==> src/rtl/vector_floating_point_minmax_pipeline.sv <==
// Vector FP min/max (RISC-V vfmin/vfmax, minimumNumber/maximumNumber) with
// masking, vl tail handling, NV flag and a STAGES-deep stall-able pipeline.
// Each 64-bit slice of the vector is handled by one lane; a lane holds
// comparators for four 16-bit, two 32-bit and one 64-bit element and picks
// the set matching sew.

// Single-element min/max select for a W-bit IEEE format.
module fp_minmax_elem #(
  parameter int W = 32
) (
  input  logic [W-1:0] a,
  input  logic [W-1:0] b,
  input  logic         op_max,
  output logic [W-1:0] r,
  output logic         snan
);
  localparam int MW = (W == 16) ? 10 : (W == 32) ? 23 : 52;
  localparam int EW = W - 1 - MW;
  localparam logic [W-1:0] QNAN = {1'b0, {EW{1'b1}}, 1'b1, {(MW-1){1'b0}}};

  logic a_nan, b_nan, a_lt_b;

  assign a_nan = (&a[W-2:MW]) && (|a[MW-1:0]);
  assign b_nan = (&b[W-2:MW]) && (|b[MW-1:0]);
  assign snan  = (a_nan && !a[MW-1]) || (b_nan && !b[MW-1]);

  // Sign-magnitude ordering; differing signs put -0 below +0 for free.
  always_comb begin
    if (a[W-1] != b[W-1]) a_lt_b = a[W-1];
    else if (!a[W-1])     a_lt_b = a[W-2:0] < b[W-2:0];
    else                  a_lt_b = a[W-2:0] > b[W-2:0];
  end

  // NaN operands lose to numbers; two NaNs collapse to the canonical NaN.
  always_comb begin
    if (a_nan && b_nan) r = QNAN;
    else if (a_nan)     r = b;
    else if (b_nan)     r = a;
    else if (op_max)    r = a_lt_b ? b : a;
    else                r = a_lt_b ? a : b;
  end
endmodule

// One 64-bit slice: per-SEW element results merged with vd_old.
module fp_minmax_lane (
  input  logic [63:0] a,
  input  logic [63:0] b,
  input  logic [63:0] old,
  input  logic [1:0]  sew,
  input  logic        op_max,
  input  logic [3:0]  act16,
  input  logic [1:0]  act32,
  input  logic        act64,
  output logic [63:0] res,
  output logic        nv
);
  logic [3:0][15:0] r16;
  logic [3:0]       sn16;
  logic [1:0][31:0] r32;
  logic [1:0]       sn32;
  logic [63:0]      r64;
  logic             sn64;

  for (genvar k = 0; k < 4; k++) begin : g_e16
    fp_minmax_elem #(.W(16)) u_e16 (
      .a(a[16*k +: 16]), .b(b[16*k +: 16]), .op_max(op_max), .r(r16[k]), .snan(sn16[k]));
  end
  for (genvar k = 0; k < 2; k++) begin : g_e32
    fp_minmax_elem #(.W(32)) u_e32 (
      .a(a[32*k +: 32]), .b(b[32*k +: 32]), .op_max(op_max), .r(r32[k]), .snan(sn32[k]));
  end
  fp_minmax_elem #(.W(64)) u_e64 (
    .a(a), .b(b), .op_max(op_max), .r(r64), .snan(sn64));

  // Active elements take the computed value; everything else stays undisturbed.
  always_comb begin
    res = old;
    nv  = 1'b0;
    case (sew)
      2'b01: for (int k = 0; k < 4; k++) if (act16[k]) begin
        res[16*k +: 16] = r16[k];
        nv = nv | sn16[k];
      end
      2'b10: for (int k = 0; k < 2; k++) if (act32[k]) begin
        res[32*k +: 32] = r32[k];
        nv = nv | sn32[k];
      end
      2'b11: if (act64) begin
        res = r64;
        nv  = sn64;
      end
      default: ;
    endcase
  end
endmodule

module vector_floating_point_minmax_pipeline #(
  parameter int VLEN   = 128,
  parameter int STAGES = 2,
  parameter int VLW    = $clog2(VLEN/16) + 1
) (
  input  logic              clock,
  input  logic              reset_n,
  input  logic              in_valid,
  output logic              in_ready,
  input  logic              op_max,
  input  logic [1:0]        sew,
  input  logic [VLW-1:0]    vl,
  input  logic              vm,
  input  logic [VLEN/16-1:0] v0,
  input  logic [VLEN-1:0]   vs2,
  input  logic [VLEN-1:0]   vs1,
  input  logic [VLEN-1:0]   vd_old,
  output logic              out_valid,
  input  logic              out_ready,
  output logic [VLEN-1:0]   vd,
  output logic [4:0]        fflags
);
  localparam int NL = VLEN / 64;

  typedef struct packed {
    logic               op_max;
    logic [1:0]         sew;
    logic [VLW-1:0]     vl;
    logic               vm;
    logic [VLEN/16-1:0] v0;
    logic [VLEN-1:0]    vs2;
    logic [VLEN-1:0]    vs1;
    logic [VLEN-1:0]    vd_old;
  } req_t;

  typedef struct packed {
    logic [VLEN-1:0] vd;
    logic [4:0]      fflags;
  } rsp_t;

  logic                advance;
  logic [STAGES:1]     vld_pipe;
  req_t                req_in, req_s1;
  rsp_t                rsp_cmp;
  rsp_t [STAGES:2]     rsp_pipe;
  logic [NL-1:0][63:0] lane_res;
  logic [NL-1:0]       lane_nv;

  // One global stall: nothing moves while the last stage is held.
  assign advance  = !vld_pipe[STAGES] || out_ready;
  assign in_ready = advance;
  assign req_in   = {op_max, sew, vl, vm, v0, vs2, vs1, vd_old};

  // Pipeline registers: input capture, compare result, then retiming stages.
  always_ff @(posedge clock or negedge reset_n) begin
    if (!reset_n) begin
      vld_pipe <= '0;
      req_s1   <= '0;
      rsp_pipe <= '0;
    end else if (advance) begin
      vld_pipe    <= {vld_pipe[STAGES-1:1], in_valid};
      req_s1      <= req_in;
      rsp_pipe[2] <= rsp_cmp;
      for (int s = 3; s <= STAGES; s++) rsp_pipe[s] <= rsp_pipe[s-1];
    end
  end

  // Element index < vl also clamps vl, since indices never reach VLEN/SEW.
  for (genvar s = 0; s < NL; s++) begin : g_lane
    logic [3:0] act16;
    logic [1:0] act32;
    logic       act64;
    for (genvar k = 0; k < 4; k++) begin : g_a16
      assign act16[k] = (VLW'(4*s+k) < req_s1.vl) && (req_s1.vm || req_s1.v0[4*s+k]);
    end
    for (genvar k = 0; k < 2; k++) begin : g_a32
      assign act32[k] = (VLW'(2*s+k) < req_s1.vl) && (req_s1.vm || req_s1.v0[2*s+k]);
    end
    assign act64 = (VLW'(s) < req_s1.vl) && (req_s1.vm || req_s1.v0[s]);

    fp_minmax_lane u_lane (
      .a(req_s1.vs2[64*s +: 64]), .b(req_s1.vs1[64*s +: 64]), .old(req_s1.vd_old[64*s +: 64]),
      .sew(req_s1.sew), .op_max(req_s1.op_max),
      .act16(act16), .act32(act32), .act64(act64),
      .res(lane_res[s]), .nv(lane_nv[s]));
  end

  // Gather lane results; only NV can ever be raised.
  always_comb begin
    rsp_cmp.vd     = lane_res;
    rsp_cmp.fflags = {|lane_nv, 4'b0000};
  end

  assign out_valid = vld_pipe[STAGES];
  assign vd        = rsp_pipe[STAGES].vd;
  assign fflags    = rsp_pipe[STAGES].fflags;
endmodule

==> config.mk <==
export PLATFORM = sky130hd
export DESIGN_NAME = vector_floating_point_minmax_pipeline
export DESIGN_NICKNAME = d
export VERILOG_FILES = /design/src/rtl/vector_floating_point_minmax_pipeline.sv
export SDC_FILE = /design/constraint.sdc
export NUM_CORES = 2
export LEC_CHECK = 0
export BUFFER_PORTS_ARGS = -buffer_cell sky130_fd_sc_hd__buf_2
export CAP_MARGIN = 20
export CELL_PAD_IN_SITES_DETAIL_PLACEMENT = 2
export CELL_PAD_IN_SITES_GLOBAL_PLACEMENT = 2
export CORE_MARGIN = 2
export CORE_UTILIZATION = 37
export CTS_BUF_LIST = sky130_fd_sc_hd__clkbuf_2
export CTS_CLUSTER_SIZE = 25
export DETAILED_ROUTE_END_ITERATION = 10
export PLACE_DENSITY_LB_ADDON = 0.1
export SLEW_MARGIN = 40
export SYNTH_ARGS = -nofsm -noshare
export SYNTH_HDL_FRONTEND = slang
export SYNTH_SLANG_ARGS = --single-unit
==> constraint.sdc <==
create_clock -name clock -period 7.75 [get_ports clock]
set_input_delay 0.3875 -clock clock [delete_from_list [all_inputs] [get_ports clock]]
set_output_delay 0.3875 -clock clock [all_outputs]
set_load 0.02 [all_outputs]
==> run metrics, run 1 <==
clock sinks 531; clock buffer depth 3; die width a little over 300 um; Run Error [ERROR DPL-0033] detailed placement checks failed during check placement.; top post-synthesis cells by count nand2_1 (1133), dfrtp_1 (531), o21ai_0 (428); # hold bufs at CTS 1020; Initial Util 37.4%; Syn Area/Cell 7.80 um^2; Post-synth EDFFs 0; Last stage 4_1_cts; I/O pin count roughly 540; distinct cell type count after synthesis 88; Syn Inst Count 4321; # rows 110; flops & latches, synth 531; area post-placement 37500 um^2; post-synthesis sequential area ratio 39.4%; Cells after DPL just under 6000; status aborted with a tool error; I/O Buffers around 530; Ys Warns 0; H-tree levels 4; Post-CTS Setup Repair Bufs 0; dominant cell type by area after synthesis dfrtp_1; DIE HEIGHT 306 um; CTS root buffer clkbuf_2; dpl hpwl 119 mm; GP Congestion 0.925; Cell Area, Synth 33700 um^2; PostCTS Resize Cnt 0; ys flop type dfrtp_1; Num CTS Buffers between 150 and 200; post-synth top area share roughly two fifths; most frequent cell after synthesis nand2_1; ranking of synthesized cells by area dfrtp_1 (39%), nand2_1 (13%), o21ai_0 (6.4%); asr flop ratio synth 100%
-- logic make-up after synthesis --
logic type      after synthesis  synth area share, %
compound gates             1286                 24.3
xor+xnor                      7                0.182
fa+ha+maj                   148                 5.49
buf+inv                     443                 5.11
flops                       531                 39.4
mux                          82                 2.48
other cells                   1               0.0111
simple gates               1823                 23.0
-- through the flow --
step                hold slack, ns  worst slack (ns)
floorplan                   0.0919              4.07
global placement             0.446              2.56
detailed placement           0.454              2.67
==> inputs of run 2 (changes only) <==
Settings changed: CELL_PAD_IN_SITES_DETAIL_PLACEMENT 2 to default, CELL_PAD_IN_SITES_GLOBAL_PLACEMENT 2 to default, CORE_UTILIZATION 37 to 40, CTS_BUF_LIST sky130_fd_sc_hd__clkbuf_2 to default, CTS_CLUSTER_SIZE 25 to default, PLACE_DENSITY_LB_ADDON 0.1 to 0.15.
==> run 2 against run 1 <==
The flow now finishes without violations. Area after synthesis did not move. Synthesized cell count did not move.
==> run metrics, run 2 <==
# rows 106; share of layout cells above drive strength 1 ~16%; met3 routed WL around 12 mm; startpoint types flop; post-synth top area share 39.4%; clock sinks 531; Worst Tran Pin Value 0.911 ns; DIE HEIGHT 294 um; slowest CP cell a221oi_1; Final Cell Area 42400 um^2; H-tree levels 3; Worst IR Drop VDD between 0.00015 and 0.0002 V; Total Routing Usage GR ~33%; Syn Inst Count about 4300; CTS root buffer clkbuf_16; drt first pass iters 6; initial drt markers approximately 3700; Worst Path Required roughly 8.3 ns; vias per cell between 6 and 7; Post-layout nets between 5000 and 6000; Cell Area, Synth 33700 um^2; dominant cell type by area after synthesis dfrtp_1; Tmin final about 5.2 ns; later-pin clock latency in the skew report between 0.6 and 0.7 ns; Finished Layout Cells 6105; max cap viols 0; flops & latches, synth approximately 530; hold slack about 0.011 ns; highest clock rate 191 MHz; commonest non-fill, non-tap cell in the layout nand2_1; CP max FO 28; PnR Total Power ~12 mW; Arrival @ worst endpoint slightly below 6 ns; metal2 WL 65.9 mm; pin count of the biggest net entering global routing 158; max-slew violations 0; die width between 200 and 300 um; fin crit share 67.4%; clock buffer depth 3; Worst Skew around 0.034 ns; Avg WL per Cell roughly 24 um; I/O Buffers 534; critical path cell sequence inv_1 > ha_1 > a211oi_1 > o21ai_0 > a221oi_1 > o211ai_1 > nor4_1 > a2bb2oi_2 > o32a_2 > buf_4 > nor2b_2 > o21ai_0 > nand3_1 > o221a_2; top post-synthesis cells by count nand2_1 (1133), dfrtp_1 (531), o21ai_0 (428); Congestion Overflow GR 0; Ant. Diodes 0; kind of critical path reg -> reg; Worst Hold Class in -> reg; number of flip-flops under the largest register name 400; most frequent cell after synthesis nand2_1; initial antenna violation count 1; ANT nets after route 0; most frequent cells in the layout nand2_1 (1132), buf_2 (534), dfrtp_1 (528), o21ai_0 (424), nor2_1 (267); asr flop ratio synth 100%; Die ar. 86600 um^2; Num CTS Buffers 67; static leakage 19.7 nW; Syn Area/Cell 7.80 um^2; CORE AREA 83600 um^2; Largest Register req_s1; GP Congestion approximately 0.95; ys flop type dfrtp_1; routed vias 36645; area post-placement 37600 um^2; Initial Util between 40 and 50%; Setup crit end kind flop; post-synthesis sequential area ratio 39.4%; number of global-route vias before repair 35231; ranking of synthesized cells by area dfrtp_1 (39%), nand2_1 (13%), o21ai_0 (6.4%); Setup Total Neg Slack 0 ns; I/O pin count 539; RSZ-0062 raised after global routing false; first-pass GRT wire length roughly 220 mm; CTS tree built; PwrDens 277 nW/um^2; distinct cell type count after synthesis 88; Post-synth EDFFs 0; PostCTS Resize Cnt 0; dpl hpwl around 100 mm; Cells after DPL 5736; WL final 146 mm; worst stage delay on the critical path 0.71 ns; register clock-pin slew on the reported worst setup and hold paths around 0.060 ns; Layout area overhead 25.6%; DR DRC count 0; Ys Warns 0; Final setup viols 0; top layer in use met4; filler instances 8168; Hold Vio Cnt, Final 0; status finished, final reports clean; slew margin rel. roughly two fifths; most frequent CP cell o21ai_0; wl on met1 roughly 63 mm
==> run 2: cell counts after synthesis <==
No cell type changed its count.
==> run 2: path summary, 6_finish.rpt <==
kind / start / to / slack [ns] / depth (start not counted)
min in group asynchronous: reset_n / req_s1[73] / 0.27 / 2
hold / removal: vs2[37] / req_s1[293] / 0.01 / 3
max in group asynchronous: reset_n / req_s1[260] / 5.82 / 6
setup / recovery: req_s1[248] / vd[87] / 2.52 / 14
setup reg to reg: req_s1[248] / vd[87] / 2.52 / 14
hold reg to reg: vld_pipe[1] / vld_pipe[2] / 0.46 / 1
==> run 2: final cells by class <==
class | instances | area [um^2] | share of cell area, %
clock buffers | 90 | 1840 | 4.35
repair buffers | 851 | 5910 | 14.0
multi-input cells | 3350 | 18900 | 44.6
flip-flops and latches | 531 | 13300 | 31.4
inverters | 173 | 657 | 1.55
clock inverters | 30 | 438 | 1.03
well taps | 1080 | 1350 | 3.19
==> run 2: cells by family (layout without fill, tap and decap cells) <==
logic type | after synthesis | after routing | synth area share [%]
AND/OR/NAND/NOR | 1823 | 1823 | 23.0
buffers and inverters | 443 | 1144 | 5.11
flip-flops | 531 | 531 | 39.4
other | 1 | 4 | 0.0111
adder cells (fa/ha/maj) | 148 | 148 | 5.49
multiplexers | 82 | 82 | 2.48
AO/OA/AOI/OAI | 1286 | 1286 | 24.3
XOR/XNOR | 7 | 7 | 0.182
==> run 2: stage by stage <==
step,setup WS (ns),util [%]
after floorplan,4.07,-
after global routing,2.27,50.7
after CTS,2.47,50.7
after detailed placement,2.52,45.0
final,2.52,50.7
after global placement,2.30,44.7
==> run 2: repair_timing <==
action                                 CTS  global route
buffers inserted                         0             0
hold buffers                           249             0
endpoints found under the hold margin  289             0
==> run 2: power breakdown <==
group,internal (mW),total [mW],leakage (nW),switching [mW]
clock network,1.99,3.33,1.11,1.35
registers,3.31,3.97,6.33,0.662
logic,1.53,4.44,12.2,2.91
==> run 2: worst max-delay path, delay by kind of cell, from the launching register on <==
family	cells	cell delay [ns]
compound gates	8	2.77
flops	1	0.41
fa+ha+maj	1	0.32
simple gates	3	1.11
buf+inv	2	0.53
==> run 2: routing by layer <==
| layer | vias up | global-route usage [%] |
|---|---|---|
| met5 | - | 0 |
| met4 | 0 | 10.6 |
| met3 | 287 | 6.05 |
| met2 | 1723 | 51.4 |
| met1 | 17818 | 46.0 |
| li1 | 16817 | - |
Note: power is estimated with default switching activity, not from simulation.
